===== config.mk =====
export PLATFORM = sky130hd
export DESIGN_NAME = rate_decoder_flat
export DESIGN_NICKNAME = d
export VERILOG_FILES = /design/src/rtl/rate_decoder_if.sv /design/src/rtl/rate_decoder.sv /design/src/flat_wrapper.sv
export SDC_FILE = /design/constraint.sdc
export NUM_CORES = 1
export LEC_CHECK = 0
export BUFFER_PORTS_ARGS = -buffer_cell sky130_fd_sc_hd__buf_4
export CAP_MARGIN = 10
export CORE_MARGIN = 1
export CORE_UTILIZATION = 25
export DETAILED_ROUTE_END_ITERATION = 10
export PLACE_DENSITY = 0.48
export SYNTH_ARGS = -nofsm -noshare
export SYNTH_HDL_FRONTEND = slang
export SYNTH_SLANG_ARGS = --single-unit

===== constraint.sdc =====
create_clock -name CLOCK_50 -period 11.5 [get_ports CLOCK_50]
set_input_delay 0.575 -clock CLOCK_50 [delete_from_list [all_inputs] [get_ports CLOCK_50]]
set_output_delay 0.575 -clock CLOCK_50 [all_outputs]
set_load 0.03 [all_outputs]

===== src/rtl/rate_decoder_if.sv =====
// rate_decoder_if: tick-stream input and rate-classification outputs of rate_decoder
//   pulse_in   : tick stream, one tick per high sample
//   freq_code  : last locked rate code
//   code_valid : freq_code is locked
//   mismatch   : last interval fit no class, or a timeout occurred
//   interval   : last measured tick interval in cycles
interface rate_decoder_if #(parameter int CNT_W = 28);
  logic             pulse_in;
  logic [1:0]       freq_code;
  logic             code_valid;
  logic             mismatch;
  logic [CNT_W-1:0] interval;
  modport master (output pulse_in, input freq_code, code_valid, mismatch, interval);
  modport slave  (input pulse_in, output freq_code, code_valid, mismatch, interval);
endinterface


===== src/rtl/rate_decoder.sv =====
// rate_decoder: measures the cycle interval between ticks and locks onto one of four rate codes
//   CLOCK_50 : sole clock, posedge
//   clear    : synchronous active-high reset
//   bus      : rate_decoder_if slave (pulse_in in; freq_code, code_valid, mismatch, interval out)
module rate_decoder #(
  parameter int PERIOD_1 = 50000000,
  parameter int PERIOD_2 = 100000000,
  parameter int PERIOD_4 = 200000000,
  parameter int TOL      = 1000,
  parameter int CNT_W    = 28
) (
  input logic           CLOCK_50,
  input logic           clear,
  rate_decoder_if.slave bus
);
  typedef enum logic {IDLE, MEASURE} state_t;
  localparam logic [CNT_W:0]   P1  = (CNT_W+1)'(PERIOD_1);
  localparam logic [CNT_W:0]   P2  = (CNT_W+1)'(PERIOD_2);
  localparam logic [CNT_W:0]   P4  = (CNT_W+1)'(PERIOD_4);
  localparam logic [CNT_W:0]   TW  = (CNT_W+1)'(TOL);
  // Timeout fires on the edge where the counter would step onto PERIOD_4+TOL.
  localparam logic [CNT_W-1:0] TO  = CNT_W'(PERIOD_4 + TOL - 1);
  state_t           state_q;
  logic [CNT_W-1:0] cnt_q, interval_q;
  logic [1:0]       cand_q, code_q, cls_d;
  logic             cand_ok_q, valid_q, mis_q, hit_d, w1_d, w2_d, w4_d;
  function automatic logic in_win(logic [CNT_W:0] c, logic [CNT_W:0] p);
    logic [CNT_W:0] diff;
    diff = c >= p ? c - p : p - c;
    return diff <= TW;
  endfunction
  always_comb begin
    w1_d  = in_win({1'b0, cnt_q}, P1);
    w2_d  = in_win({1'b0, cnt_q}, P2);
    w4_d  = in_win({1'b0, cnt_q}, P4);
    hit_d = cnt_q == CNT_W'(1) || w1_d || w2_d || w4_d;
    cls_d = cnt_q == CNT_W'(1) ? 2'b00 : w1_d ? 2'b01 : w2_d ? 2'b10 : 2'b11;
  end
  always_ff @(posedge CLOCK_50) begin
    if (clear) begin
      state_q    <= IDLE;
      cnt_q      <= '0;
      cand_q     <= '0;
      cand_ok_q  <= 1'b0;
      code_q     <= '0;
      valid_q    <= 1'b0;
      mis_q      <= 1'b0;
      interval_q <= '0;
    end else if (state_q == IDLE) begin
      if (bus.pulse_in) begin
        state_q <= MEASURE;
        cnt_q   <= CNT_W'(1);
      end
    end else if (bus.pulse_in) begin
      interval_q <= cnt_q;
      cnt_q      <= CNT_W'(1);
      if (!hit_d) begin
        cand_ok_q <= 1'b0;
        valid_q   <= 1'b0;
        mis_q     <= 1'b1;
      end else if (cand_ok_q && cls_d == cand_q) begin
        code_q  <= cls_d;
        valid_q <= 1'b1;
        mis_q   <= 1'b0;
      end else begin
        cand_q    <= cls_d;
        cand_ok_q <= 1'b1;
        valid_q   <= 1'b0;
        mis_q     <= 1'b0;
      end
    end else if (cnt_q == TO) begin
      state_q   <= IDLE;
      valid_q   <= 1'b0;
      mis_q     <= 1'b1;
      cand_ok_q <= 1'b0;
    end else if (cnt_q != '1) begin
      cnt_q <= cnt_q + CNT_W'(1);
    end
  end
  assign bus.freq_code  = code_q;
  assign bus.code_valid = valid_q;
  assign bus.mismatch   = mis_q;
  assign bus.interval   = interval_q;
endmodule


===== src/flat_wrapper.sv =====
// flat-port wrapper written by rule: the top's interface ports become plain ports
module rate_decoder_flat 
#(
  parameter int PERIOD_1 = 50000000,
  parameter int PERIOD_2 = 100000000,
  parameter int PERIOD_4 = 200000000,
  parameter int TOL      = 1000,
  parameter int CNT_W    = 28
)
  (CLOCK_50, clear, bus_pulse_in, bus_freq_code, bus_code_valid, bus_mismatch, bus_interval);
  rate_decoder_if #(.CNT_W(CNT_W)) bus_i ();
  input logic CLOCK_50;
  input logic clear;
  input wire logic [$bits(bus_i.pulse_in)-1:0] bus_pulse_in;
  output wire logic [$bits(bus_i.freq_code)-1:0] bus_freq_code;
  output wire logic [$bits(bus_i.code_valid)-1:0] bus_code_valid;
  output wire logic [$bits(bus_i.mismatch)-1:0] bus_mismatch;
  output wire logic [$bits(bus_i.interval)-1:0] bus_interval;
  assign bus_i.pulse_in = bus_pulse_in;
  assign bus_freq_code = bus_i.freq_code;
  assign bus_code_valid = bus_i.code_valid;
  assign bus_mismatch = bus_i.mismatch;
  assign bus_interval = bus_i.interval;
  rate_decoder #(.PERIOD_1(PERIOD_1), .PERIOD_2(PERIOD_2), .PERIOD_4(PERIOD_4), .TOL(TOL), .CNT_W(CNT_W)) u_core (.CLOCK_50(CLOCK_50), .clear(clear), .bus(bus_i));
endmodule

---- Word level (Yosys, flattened, before mapping) ----
Index checks and enable logic that the tools add are counted.
word-level totals
  memories kept ........................... 0
  word-level logic and storage cells ...... 66
  flip-flop bits (word level) ............. 64
  latch bits .............................. 0
  ROM bits ................................ 0
  RAM bits ................................ 0
operators by class
  div/mod/pow operators ................... 0
  bitwise operators ....................... 1
  order comparisons ....................... 6
  mux-type cells .......................... 25
  eq/ne operators ......................... 6
  add/subtract/negate cells ............... 7
  shifts and indexed selects .............. 0
  multipliers ............................. 0
  reductions and logical operators ........ 13
operators by type and width
  cell                      count
  $mux W28                  5
  $le A29 B10 Y1 const B    3
  $mux W29                  3
  $sub A26 B28 Y29 const A  1
  $sub A27 B28 Y29 const A  1
  $sub A28 B26 Y29 const B  1
  $sub A28 B27 Y29 const B  1
  $sub A28 B28 Y29 const A  1
  $sub A28 B28 Y29 const B  1
  $add A28 B1 Y28 const B   1
  $eq A28 B1 Y1 const B     1
  $eq A28 B28 Y1 const B    1
  $ge A28 B26 Y1 const B    1
  $ge A28 B27 Y1 const B    1
  $ge A28 B28 Y1 const B    1
  $ne A28 B28 Y1 const B    1
  $mux W1                   15
  $reduce_and A4 Y1         2
  $reduce_and A3 Y1         2
  $reduce_bool A2 Y1        3
  $mux W2                   2
  $reduce_and A2 Y1         2
  $logic_or A1 B1 Y1        3
  $ne A3 B3 Y1 const B      1
  other kinds (4)           4

---- Longest topological paths before layout ----
Gate-level depths: netlist of the first run.
  depth in word-level cells ............... 11
  gate-level depth with buffers ........... 16

---- Least setup slack after synthesis of the first run ----
OpenSTA, ideal clock, no wires.
  kind .................................... flip-flop to flip-flop
  start ................................... register u_core.cnt_q[9]
  end ..................................... register u_core.code_q[0] (netlist: u_core.bus.freq_code[0])
  stages on the path, launching flop included .. 16
  period minus slack after synthesis ...... 4.239 ns
  arrival time ............................ 4.116 ns
  setup time .............................. 0.123 ns
  slack ................................... 7.261 ns
  cell sequence ........................... dfxtp_1 clkbuf_1 inv_1 ha_1 nor3b_2 a311oi_1 a221o_1 clkbuf_1 o21ai_0 a32o_1 nor4_1 nand4_1 o41a_1 a21oi_2 nand4_1 mux2_1
between the ends
  cells in the longest elaborated chain, start to end .. 9
  elaborated cells on any way between the ends .. 25
  those cells by class .................... add/sub: 6; order compare: 6; eq/ne: 2; mux: 6; reduce/logical: 5
RTL lines
  item                                            line                source
  from (decl)                                     rate_decoder.sv:24  logic [CNT_W-1:0] cnt_q, interval_q;
  from (signal assigned)                          rate_decoder.sv:77  cnt_q <= cnt_q + CNT_W'(1);
  $sub A27 B28 Y29, or another cell as far along  rate_decoder.sv:29  diff = c >= p ? c - p : p - c;
  $mux W29                                        rate_decoder.sv:29
  $le A29 B10 Y1                                  rate_decoder.sv:30  return diff <= TW;
  $mux W1                                         rate_decoder.sv:37  cls_d = cnt_q == CNT_W'(1) ? 2'b00 : w1_d ? 2'b01 : w2_d ? 2'b10 : 2'b11;
  $mux W2 (2 in a row)                            rate_decoder.sv:37
  $eq A2 B2 Y1                                    rate_decoder.sv:61  end else if (cand_ok_q && cls_d == cand_q) begin
  $logic_and A1 B1 Y1                             rate_decoder.sv:61
  $reduce_and A4 Y1 (no line)                     --
  to (signal assigned)                            rate_decoder.sv:62  code_q <= cls_d;
  to (decl)                                       rate_decoder.sv:25  logic [1:0] cand_q, code_q, cls_d;
Several ways; a longest one is shown, not always the timed one.
A chain may end at the register's enable or synchronous reset.

---- Worst setup path after layout of the first run ----
  start ................................... register u_core.cnt_q[10]
  end ..................................... register u_core.code_q[0] (netlist: u_core.bus.freq_code[0])
The elaborated chain is that of the path after synthesis.

==> results of run 1 <==
metrics by stage:
stage          total power (W)  std cells  hold slack, ns  setup slack [ns]
6_report             0.0005499       1282          0.4532             5.768
5_1_grt              0.0005662       1282          0.4682             5.431
4_1_cts              0.0005552       1282          0.4563             5.940
3_5_place_dp         0.0002666       1267          0.4482             5.961
3_3_place_gp         0.0002668       1267          0.4479             6.085
2_1_floorplan        0.0002549        964          0.4764             7.261
metal layers:
layer | vias up | routed length [um] | track usage
met4 | 0 | 1482 | 0.1093
li1 | 3544 | - | -
met2 | 515 | 13190 | 0.3458
met1 | 3777 | 12870 | 0.2990
met3 | 113 | 2931 | 0.04321
met5 | - | 0 | 0
synth_stat cells (all sizes together), types with 8 or more instances:
library cell and number:
a31oi 11, xnor2 36, a21oi 81, nand2 123, o211ai 11, nand3 29
and3 13, nor2 84, or4 8, buf 26, a21o 8, and4 9
nor2b 10, a2111oi 8, or3 15, inv 23, nand2b 13, o31ai 9
dfxtp 64, a221oi 8, nor4b 9, xor2 11, nor3 32, o21ai 52
a211oi 18, nor4 16, ha 18, clkbuf 62, nand4 33
state kept, by name, summed over array words and instances (netlist names):
register               count
u_core.bus.mismatch        1
u_core.state_q             1
u_core.cand_q              2
u_core.cand_ok_q           1
u_core.cnt_q              28
u_core.bus.freq_code       2
u_core.bus.interval       28
u_core.bus.code_valid      1
cell type report:
cell class,instances,share of cell area
clock buffers,11,0.03389
inverters,23,0.01158
repair buffers,56,0.05637
multi-input cells,789,0.6630
well taps,335,0.05620
clock inverters,4,0.007214
flip-flops and latches,64,0.1718
worst max-delay path: cells and delay by family (launching register included):
family / cells / cell delay, ns
AOI/OAI and AO/OA: 5 / 2.18
and+or+nand+nor: 5 / 1.63
buffers and inverters: 1 / 0.31
DFF: 1 / 0.54
muxes: 1 / 0.33
adders and majority gates: 1 / 0.60
power breakdown:
part	internal (W)	total [W]	switching (W)
Combinational	0.0000104	0.0000360	0.0000256
Clock	0.000179	0.000288	0.000109
Sequential	0.000223	0.000226	0.00000323
Total	0.000412	0.000550	0.000138
kinds of logic after synthesis:
| logic type | Yosys count |
|---|---|
| and+or+nand+nor | 423 |
| xor gates and xnor gates | 47 |
| muxes | 12 |
| buffers and inverters | 111 |
| DFF | 64 |
| AOI/OAI and AO/OA | 289 |
| adders and majority gates | 18 |
worst max path at each step:
stage | start | endpoint | slack, ns | cells past startpoint
after global routing | u_core.cnt_q[10] | u_core.bus.freq_code[0] | 5.43 | 13
after global placement | u_core.cnt_q[9] | u_core.bus.freq_code[0] | 6.08 | 13
final | u_core.cnt_q[10] | u_core.bus.freq_code[0] | 5.77 | 13
after CTS | u_core.cnt_q[9] | u_core.bus.freq_code[0] | 5.94 | 13
after detailed placement | u_core.cnt_q[10] | u_core.bus.freq_code[0] | 5.96 | 13
after floorplan | u_core.cnt_q[9] | u_core.bus.freq_code[0] | 7.26 | 15
==> impl_metrics.csv, run 1 <==
group,metric,value,unit
synth,syn_nets,985,
layout,multi_input_area,0.004945,sq mm
layout,num_antenna_cells,0,
synth,synth_compound_area_frac,0.2982,
floorplan,die_h,165.3,um
worst_setup_path,crit_chain,"inv_1, ha_1, nor3b_2, a311oi_1, a221oi_2, nand2_1, or3_1, a2111oi_0, nand4_1, o41a_1, a21oi_2, nand4_1, mux2_1",
floorplan,die_w,165.3,um
placed_design,gp_congestion,1.006,
synth,synthAdderAreaFrac,0.03380,
global_route,grt_pass1_wl,46260,um
detailed_routing,drcViolationCount,0,
layout,final_common_cell,"nand2_1",
hold_path,hold_start,"u_core.bus.interval[1]",
layout,stdcell_area,0.007458,sq mm
layout,nets,964,
layout,fill_cells,2972,
global_route,overflow,0,
timing,fin_crit,5.732,ns
hold_path,whs_path_depth,2,
synth,synth_area_leader_cell,"dfxtp_1",
worst_setup_path,endpoint_kind,"flip-flop",
placed_design,dpl.hpwl,21450,um
synth,syn_avg_cell_area,6.913,sq um
timing,maxSlewViolCount,0,
status,outcome,"finished, final reports clean",
global_route,grt_max_degree,51,
synth,syn_area,0.006664,sq mm
synth,ys_warn_count,0,
synth,ys_seq_elements,64,
clock_network,path_clk_slew,0.07,ns
layout,fin_util,0.2854,
timing,rsz0062_at_grt,"no",
detailed_routing,wl_per_cell,23.77,um
detailed_routing,dr_total_vias,7949,
floorplan,coreArea,0.02613,sq mm
worst_setup_path,worstRegToRegCells,13,
synth,seq_area_frac_synth,0.1923,
global_route,track_usage,0.2249,
timing,max_freq,0.1745,GHz
power,vdd_drop_max,0.06783,mV
timing,setup_viol,0,
detailed_routing,drt_iter0_markers,1022,
clock_network,cts_root_buffer,"clkbuf_16",
layout,synthToLayoutAreaGrowth,11.92,%
detailed_routing,routed_via_density,6.200,
global_route,grt_pass1_vias,7404,
synth,synth-simple-area-share,0.3293,
power,p_leak,2.621,nW
layout,ff_latch_area,0.001281,sq mm
worst_setup_path,timing.reg2reg.setup_slack,5.77,ns
layout,layout_common_cells,"nand2_1 (122), nor2_1 (84), a21oi_1 (79), dfxtp_1 (64), buf_4 (56)",
clock_network,clkLatencyLatePin,0.35,ns
worst_setup_path,r2r_start,"u_core.cnt_q[10]",
power,power.density,73.73,mW/mm^2
synth,synth_top_family_by_area,"simple AND/OR/NAND/NOR gates",
synth,synthCells,964,
synth,synth_edf_count,0,
worst_setup_path,cpPeakStageDelay,0.99,ns
timing,fin_tns_setup,0,ns
synth,async_flop_share,0,
placed_design,numPortBuffers,34,
clock_network,hold_buffers,0,
clock_network,max-clock-path-buffers,2,
worst_setup_path,cp-start-kind,"flip-flop",
timing,max_slew_margin,0.2603,
clock_network,cts_tree,"yes",
clock_network,htreeDepth,3,
clock_network,post_cts_resized,0,
synth,synthXorXnorAreaFrac,0.06177,
global_route,antenna_found_initial,0,
hold_path,hold_path.class,"reg2reg",
worst_setup_path,critPathMaxFanout,18,
timing,skew,0.01322,ns
placed_design,place_area,0.007152,sq mm
clock_network,cts_buffers,9,
floorplan,num_rows,59,
timing,hold_viol,0,
worst_setup_path,required,11.72,ns
worst_setup_path,path_class,"reg2reg",
floorplan,ios,35,
worst_setup_path,cp_data_arrival_time,5.95,ns
job,maxCapViolations,0,
synth,synth_mux_area_frac,0.01896,
synth,synth_top_flop_cell,"dfxtp_1",
hold_path,min_to,"u_core.bus.interval[1]",
timing,post-route-period-util,0.4984,
clock_network,cts_setup_buffers,0,
synth,ys_top_cells_by_area,"dfxtp_1 (19%), nand2_1 (6.9%), a21oi_1 (5.9%)",
worst_setup_path,crit_slowest_cell,"a221oi_2",
synth,synth.distinct_cells,82,
floorplan,die_area,0.02731,sq mm
worst_setup_path,cp_common_cell,"nand4_1",
detailed_routing,ant_nets,0,
layout,layout-drive-gt1-share,0.1098,
detailed_routing,wirelength,30480,um
detailed_routing,dr.pass1.iters,8,
worst_setup_path,r2r-end,"u_core.bus.freq_code[0]",
floorplan,start_util,0.2550,
clock_network,cts.sinks,64,
synth,synth_top_area_frac,0.1923,
timing,worst_pin_slew,1.110,ns
Note: power is estimated with default switching activity, not from simulation.
==> inputs of run 2 (changes only) <==
==> constraint.sdc (replaced) <==
create_clock -name CLOCK_50 -period 5.98 [get_ports CLOCK_50]
set_input_delay 0.299 -clock CLOCK_50 [delete_from_list [all_inputs] [get_ports CLOCK_50]]
set_output_delay 0.299 -clock CLOCK_50 [all_outputs]
set_load 0.03 [all_outputs]
==> impl_metrics.csv, run 2 (same netlist as run 1, synthesis figures left out) <==
group,metric,value,unit
detailed_routing,dr_total_vias,7774,
worst_setup_path,required,6.20,ns
global_route,grt_pass1_wl,45570,um
timing,worst_pin_slew,1.121,ns
worst_setup_path,endpoint_kind,"flip-flop",
hold_path,whs_path_depth,3,
timing,maxSlewViolCount,0,
placed_design,place_area,0.007295,sq mm
timing,max_freq,0.1904,GHz
worst_setup_path,r2r-end,"u_core.bus.freq_code[1]",
power,vdd_drop_max,0.1242,mV
global_route,grt_max_degree,51,
worst_setup_path,cp_common_cell,"nand4_1",
layout,layout-drive-gt1-share,0.1282,
worst_setup_path,timing.reg2reg.setup_slack,0.73,ns
power,p_sw_frac,0.2571,
hold_path,hold_path.class,"in2reg",
floorplan,start_util,0.2550,
power,p_clk_frac,0.516,
worst_setup_path,worstRegToRegCells,13,
clock_network,max-clock-path-buffers,2,
floorplan,ios,35,
timing,rsz0062_at_grt,"no",
layout,final_common_cell,"nand2_1",
layout,stdcell_area,0.007591,sq mm
detailed_routing,dr.pass1.iters,6,
worst_setup_path,path_class,"reg2reg",
layout,nets,983,
placed_design,dpl.hpwl,22440,um
floorplan,die_w,165.3,um
worst_setup_path,crit_slowest_cell,"a221oi_2",
clock_network,hold_buffers,0,
layout,layout_common_cells,"nand2_1 (122), nor2_1 (84), a21oi_1 (79), buf_4 (75), dfxtp_1 (64)",
timing,hold_viol,0,
floorplan,coreArea,0.02613,sq mm
timing,whs,0.3820,ns
clock_network,post_cts_resized,0,
timing,setup_viol,0,
worst_setup_path,r2r_start,"u_core.cnt_q[9]",
timing,skew,0.005480,ns
placed_design,gp_congestion,0.9846,
clock_network,path_clk_slew,0.06,ns
global_route,track_usage,0.2216,
detailed_routing,wl_per_cell,23.07,um
detailed_routing,drcViolationCount,0,
status,outcome,"finished, final reports clean",
clock_network,clkLatencyLatePin,0.34,ns
timing,post-route-period-util,0.8784,
clock_network,cts.sinks,64,
timing,fin_crit,5.253,ns
power,combPwrFrac,0.065,
detailed_routing,routed_via_density,5.971,
power,power.switching,0.0002669,W
layout,fill_cells,2948,
clock_network,cts_setup_buffers,0,
hold_path,min_to,"u_core.cnt_q[1]",
clock_network,cts_tree,"yes",
power,p_leak,2.709,nW
detailed_routing,wirelength,30040,um
power,power.density,136.8,mW/mm^2
job,maxCapViolations,0,
worst_setup_path,cp-start-kind,"flip-flop",
floorplan,die_area,0.02731,sq mm
worst_setup_path,crit_chain,"inv_1, ha_1, nor3b_2, a311oi_1, a221oi_2, nand2_1, or3_1, a2111oi_0, nand4_1, o41a_1, a21oi_2, nand4_1, mux2_1",
worst_setup_path,critPathMaxFanout,16,
detailed_routing,ant_nets,0,
hold_path,hold_start,"bus_pulse_in",
layout,synthToLayoutAreaGrowth,13.91,%
timing,fin_tns_setup,0,ns
layout,num_antenna_cells,0,
clock_network,cts_root_buffer,"clkbuf_16",
global_route,antenna_found_initial,0,
global_route,grt_pass1_vias,7263,
floorplan,num_rows,59,
power,p_int,0.0007712,W
clock_network,cts_buffers,9,
floorplan,die_h,165.3,um
worst_setup_path,cp_data_arrival_time,5.47,ns
timing,max_slew_margin,0.2337,
placed_design,numPortBuffers,34,
global_route,overflow,0,
power,p_seq_frac,0.419,
worst_setup_path,cpPeakStageDelay,0.99,ns
detailed_routing,drt_iter0_markers,899,
clock_network,htreeDepth,3,
## run 2: cell count changes in the layout (fill, tap and decap cells not counted), sizes merged
cell / change
clkinvlp: +1
buf: +19
clkinv: +1
clkbuf: -2
inv: +1
## run 2: critical path, delay by kind of cell, from the launching register on
family	cells	cell delay [ns]
compound gates	5	2.14
simple gates	5	1.49
fa+ha+maj	1	0.58
mux	1	0.33
flops	1	0.31
buf+inv	1	0.26
## run 2: worst max path at each step
stage | startpoint | to | slack, ns | cells after the start
after detailed placement | u_core.cnt_q[9] | u_core.bus.freq_code[0] | 0.92 | 13
after global routing | u_core.cnt_q[9] | u_core.bus.freq_code[1] | 0.54 | 13
after floorplan | u_core.cnt_q[9] | u_core.bus.freq_code[0] | 1.74 | 15
final | u_core.cnt_q[9] | u_core.bus.freq_code[1] | 0.73 | 13
after CTS | u_core.cnt_q[9] | u_core.bus.freq_code[1] | 0.88 | 13
after global placement | u_core.cnt_q[9] | u_core.bus.freq_code[1] | 1.00 | 13
## run 2: power by group through the flow
stage               combinational, W  sequential [W]  clock (W)
floorplan                  0.0000485        0.000442          0
global placement           0.0000671        0.000444          0
detailed placement         0.0000671        0.000444          0
CTS                        0.0000672        0.000435   0.000545
global route               0.0000733        0.000435   0.000563
finish                     0.0000677        0.000435   0.000535
## run 2: layout make-up
type / count / area [sq um] / share of cell area
timing repair buffer: 75 / 563.0 / 0.07417
tap: 335 / 419.2 / 0.05522
inverter: 23 / 86.33 / 0.01137
multi-input combinational: 789 / 4945 / 0.6514
clock inverter: 7 / 71.32 / 0.009395
clock buffer: 9 / 225.2 / 0.02967
sequential: 64 / 1281 / 0.1688
## run 2: metal layers
metal / GRT usage / up-vias / wire length, um
met1: 0.2981 / 3722 / 13360
met4: 0.08465 / 0 / 1063
li1: - / 3584 / -
met5: 0 / - / 0
met3: 0.03721 / 70 / 2270
met2: 0.3507 / 398 / 13350
## run 2: per-stage QoR
stage | worst slack [ns] | std cells | util | total power, W
after CTS | 0.8792 | 1302 | 0.2905 | 0.001047
after global routing | 0.5364 | 1302 | 0.2905 | 0.001072
after global placement | 1.003 | 1286 | 0.2791 | 0.0005116
after detailed placement | 0.9172 | 1286 | 0.2791 | 0.0005112
final | 0.7269 | 1302 | 0.2905 | 0.001038
after floorplan | 1.741 | 964 | - | 0.0004902
==> inputs of run 3 (changes only) <==
--- a/config.mk
+++ b/config.mk
@@ -10,7 +10,7 @@
 export CORE_MARGIN = 1
 export CORE_UTILIZATION = 25
 export DETAILED_ROUTE_END_ITERATION = 10
-export PLACE_DENSITY = 0.48
+export PLACE_DENSITY = 0.44
 export SYNTH_ARGS = -nofsm -noshare
 export SYNTH_HDL_FRONTEND = slang
 export SYNTH_SLANG_ARGS = --single-unit
==> constraint.sdc (replaced) <==
create_clock -name CLOCK_50 -period 5.1 [get_ports CLOCK_50]
set_input_delay 0.255 -clock CLOCK_50 [delete_from_list [all_inputs] [get_ports CLOCK_50]]
set_output_delay 0.255 -clock CLOCK_50 [all_outputs]
set_load 0.03 [all_outputs]
==> impl_metrics.csv, run 3 (same netlist as run 1, synthesis figures left out) <==
group,metric,value,unit
status,outcome,"finished, final reports clean",
placed_design,pre_cts_ws,0.4890,ns
layout,final_common_cell,"nand2_1",
detailed_routing,wl_per_cell,24.54,um
timing,fin_crit,4.671,ns
global_route,antenna_found_initial,0,
placed_design,gp_congestion,1.048,
worst_setup_path,crit_slowest_cell,"a2111oi_0",
layout,layout-drive-gt1-share,0.1555,
clock_network,max-clock-path-buffers,2,
placed_design,place_area,0.007532,sq mm
placed_design,dp.cells,1316,
hold_path,hold_path.class,"in2reg",
clock_network,cts_tree,"yes",
worst_setup_path,path_class,"reg2reg",
clock_network,cts_buffers,9,
floorplan,num_rows,59,
worst_setup_path,worstRegToRegCells,13,
timing,setup_viol,0,
worst_setup_path,critPathMaxFanout,15,
global_route,grt_pass1_wl,49110,um
floorplan,ios,35,
timing,max_freq,0.2141,GHz
power,p_leak,2.868,nW
job,maxCapViolations,0,
clock_network,hold_buffers,0,
detailed_routing,dr.pass1.iters,5,
power,power.density,157.9,mW/mm^2
global_route,overflow,0,
timing,worst_pin_slew,0.9978,ns
power,p_int,0.0009130,W
clock_network,clkLatencyLatePin,0.34,ns
floorplan,die_area,0.02731,sq mm
power,vdd_drop_max,0.1455,mV
power,p_clk_frac,0.519,
worst_setup_path,endpoint_kind,"flip-flop",
timing,rsz0062_at_grt,"no",
timing,post-route-period-util,0.9159,
timing,maxSlewViolCount,0,
floorplan,coreArea,0.02613,sq mm
timing,hold_viol,0,
worst_setup_path,required,5.32,ns
layout,num_antenna_cells,0,
hold_path,whs_path_depth,3,
placed_design,numPortBuffers,34,
layout,fill_cells,2894,
detailed_routing,dr_total_vias,8107,
clock_network,path_clk_slew,0.06,ns
timing,fin_ws,0.4291,ns
placed_design,dpl.hpwl,24570,um
clock_network,cts.sinks,64,
global_route,grt_max_degree,51,
power,p_sw_frac,0.2627,
worst_setup_path,cp_data_arrival_time,4.89,ns
layout,nets,1013,
clock_network,post_cts_resized,0,
worst_setup_path,crit_chain,"inv_1, ha_1, nor3b_1, nand3_1, a2111oi_0, a211oi_1, mux2i_1, o21ai_0, nand2_1, o41a_1, a21oi_2, nand4_1, mux2_1",
power,p_total,0.001238,W
worst_setup_path,cp-start-kind,"flip-flop",
power,power.switching,0.0003252,W
layout,stdcell_area,0.007841,sq mm
layout,finalNonFillerCells,1332,
detailed_routing,wirelength,32680,um
layout,ff_latch_area,0.001281,sq mm
power,combPwrFrac,0.072,
clock_network,htreeDepth,3,
detailed_routing,routed_via_density,6.086,
floorplan,die_w,165.3,um
timing,fin_tns_setup,0,ns
worst_setup_path,cp_top_family,"compound AO/OA/AOI/OAI gates",
detailed_routing,ant_nets,0,
floorplan,start_util,0.2550,
worst_setup_path,cp.buffers_inverters,1,
power,p_seq_frac,0.410,
detailed_routing,drcViolationCount,0,
global_route,track_usage,0.2406,
clock_network,cts_root_buffer,"clkbuf_16",
clock_network,cts_setup_buffers,0,
layout,synthToLayoutAreaGrowth,17.67,%
floorplan,die_h,165.3,um
layout,multi_input_area,0.004951,sq mm
global_route,grt_pass1_vias,7648,
worst_setup_path,cp_num_cells,13,
layout,layout_common_cells,"nand2_1 (122), buf_4 (104), nor2_1 (84), a21oi_1 (79), dfxtp_1 (64)",
worst_setup_path,cpPeakStageDelay,0.93,ns
timing,skew,0.006768,ns
timing,max_slew_margin,0.3176,
detailed_routing,drt_iter0_markers,1131,
run 3: changes by cell type in the layout (fill, tap and decap cells not counted), sizes merged:
cell,before,now
inv,24,26
clkinvlp,3,1
buf,75,105
run 3: layer usage:
| metal | vias up | track usage | wire, um |
|---|---|---|---|
| li1 | 3645 | - | - |
| met1 | 3924 | 0.3310 | 14320 |
| met2 | 444 | 0.3621 | 14150 |
| met3 | 94 | 0.03871 | 2641 |
| met4 | 0 | 0.1159 | 1572 |
| met5 | - | 0 | 0 |
run 3: metrics by stage:
stage	utilization	hold slack, ns
5_1_grt	0.3001	0.3477
2_1_floorplan	-	0.4595
6_report	0.3001	0.3337
4_1_cts	0.2998	0.3286
3_5_place_dp	0.2882	0.4490
3_3_place_gp	0.2882	0.4478
run 3: worst reg2reg max path: stages (launching register included):
cell	delay, ns
dfxtp_1	0.48
inv_1	0.18
ha_1	0.54
nor3b_1	0.45
nand3_1	0.17
a2111oi_0	0.94
a211oi_1	0.13
mux2i_1	0.18
o21ai_0	0.23
nand2_1	0.08
o41a_1	0.44
a21oi_2	0.23
nand4_1	0.17
mux2_1	0.34
run 3: final cells by class:
class                      count  share of cell area
sequential                    64              0.1634
multi-input combinational    789              0.6314
tap                          335             0.05345
clock inverter                 7            0.009893
clock buffer                   9             0.02872
inverter                      23             0.01101
timing repair buffer         105              0.1021
run 3: worst paths after layout:
kind              slack (ns)                 endpoint               startpoint
setup / recovery        0.43  u_core.bus.freq_code[0]          u_core.cnt_q[1]
hold / removal          0.33          u_core.cnt_q[1]             bus_pulse_in
setup reg to reg        0.43  u_core.bus.freq_code[0]          u_core.cnt_q[1]
hold reg to reg         0.45  u_core.bus.interval[13]  u_core.bus.interval[13]
run 3: power groups by stage:
stage | combinational [W] | clock [W] | sequential (W)
floorplan | 0.0000569 | 0 | 0.000518
global placement | 0.0000885 | 0 | 0.000518
detailed placement | 0.0000876 | 0 | 0.000518
CTS | 0.0000880 | 0.000656 | 0.000507
global route | 0.0000956 | 0.000679 | 0.000507
finish | 0.0000886 | 0.000643 | 0.000507
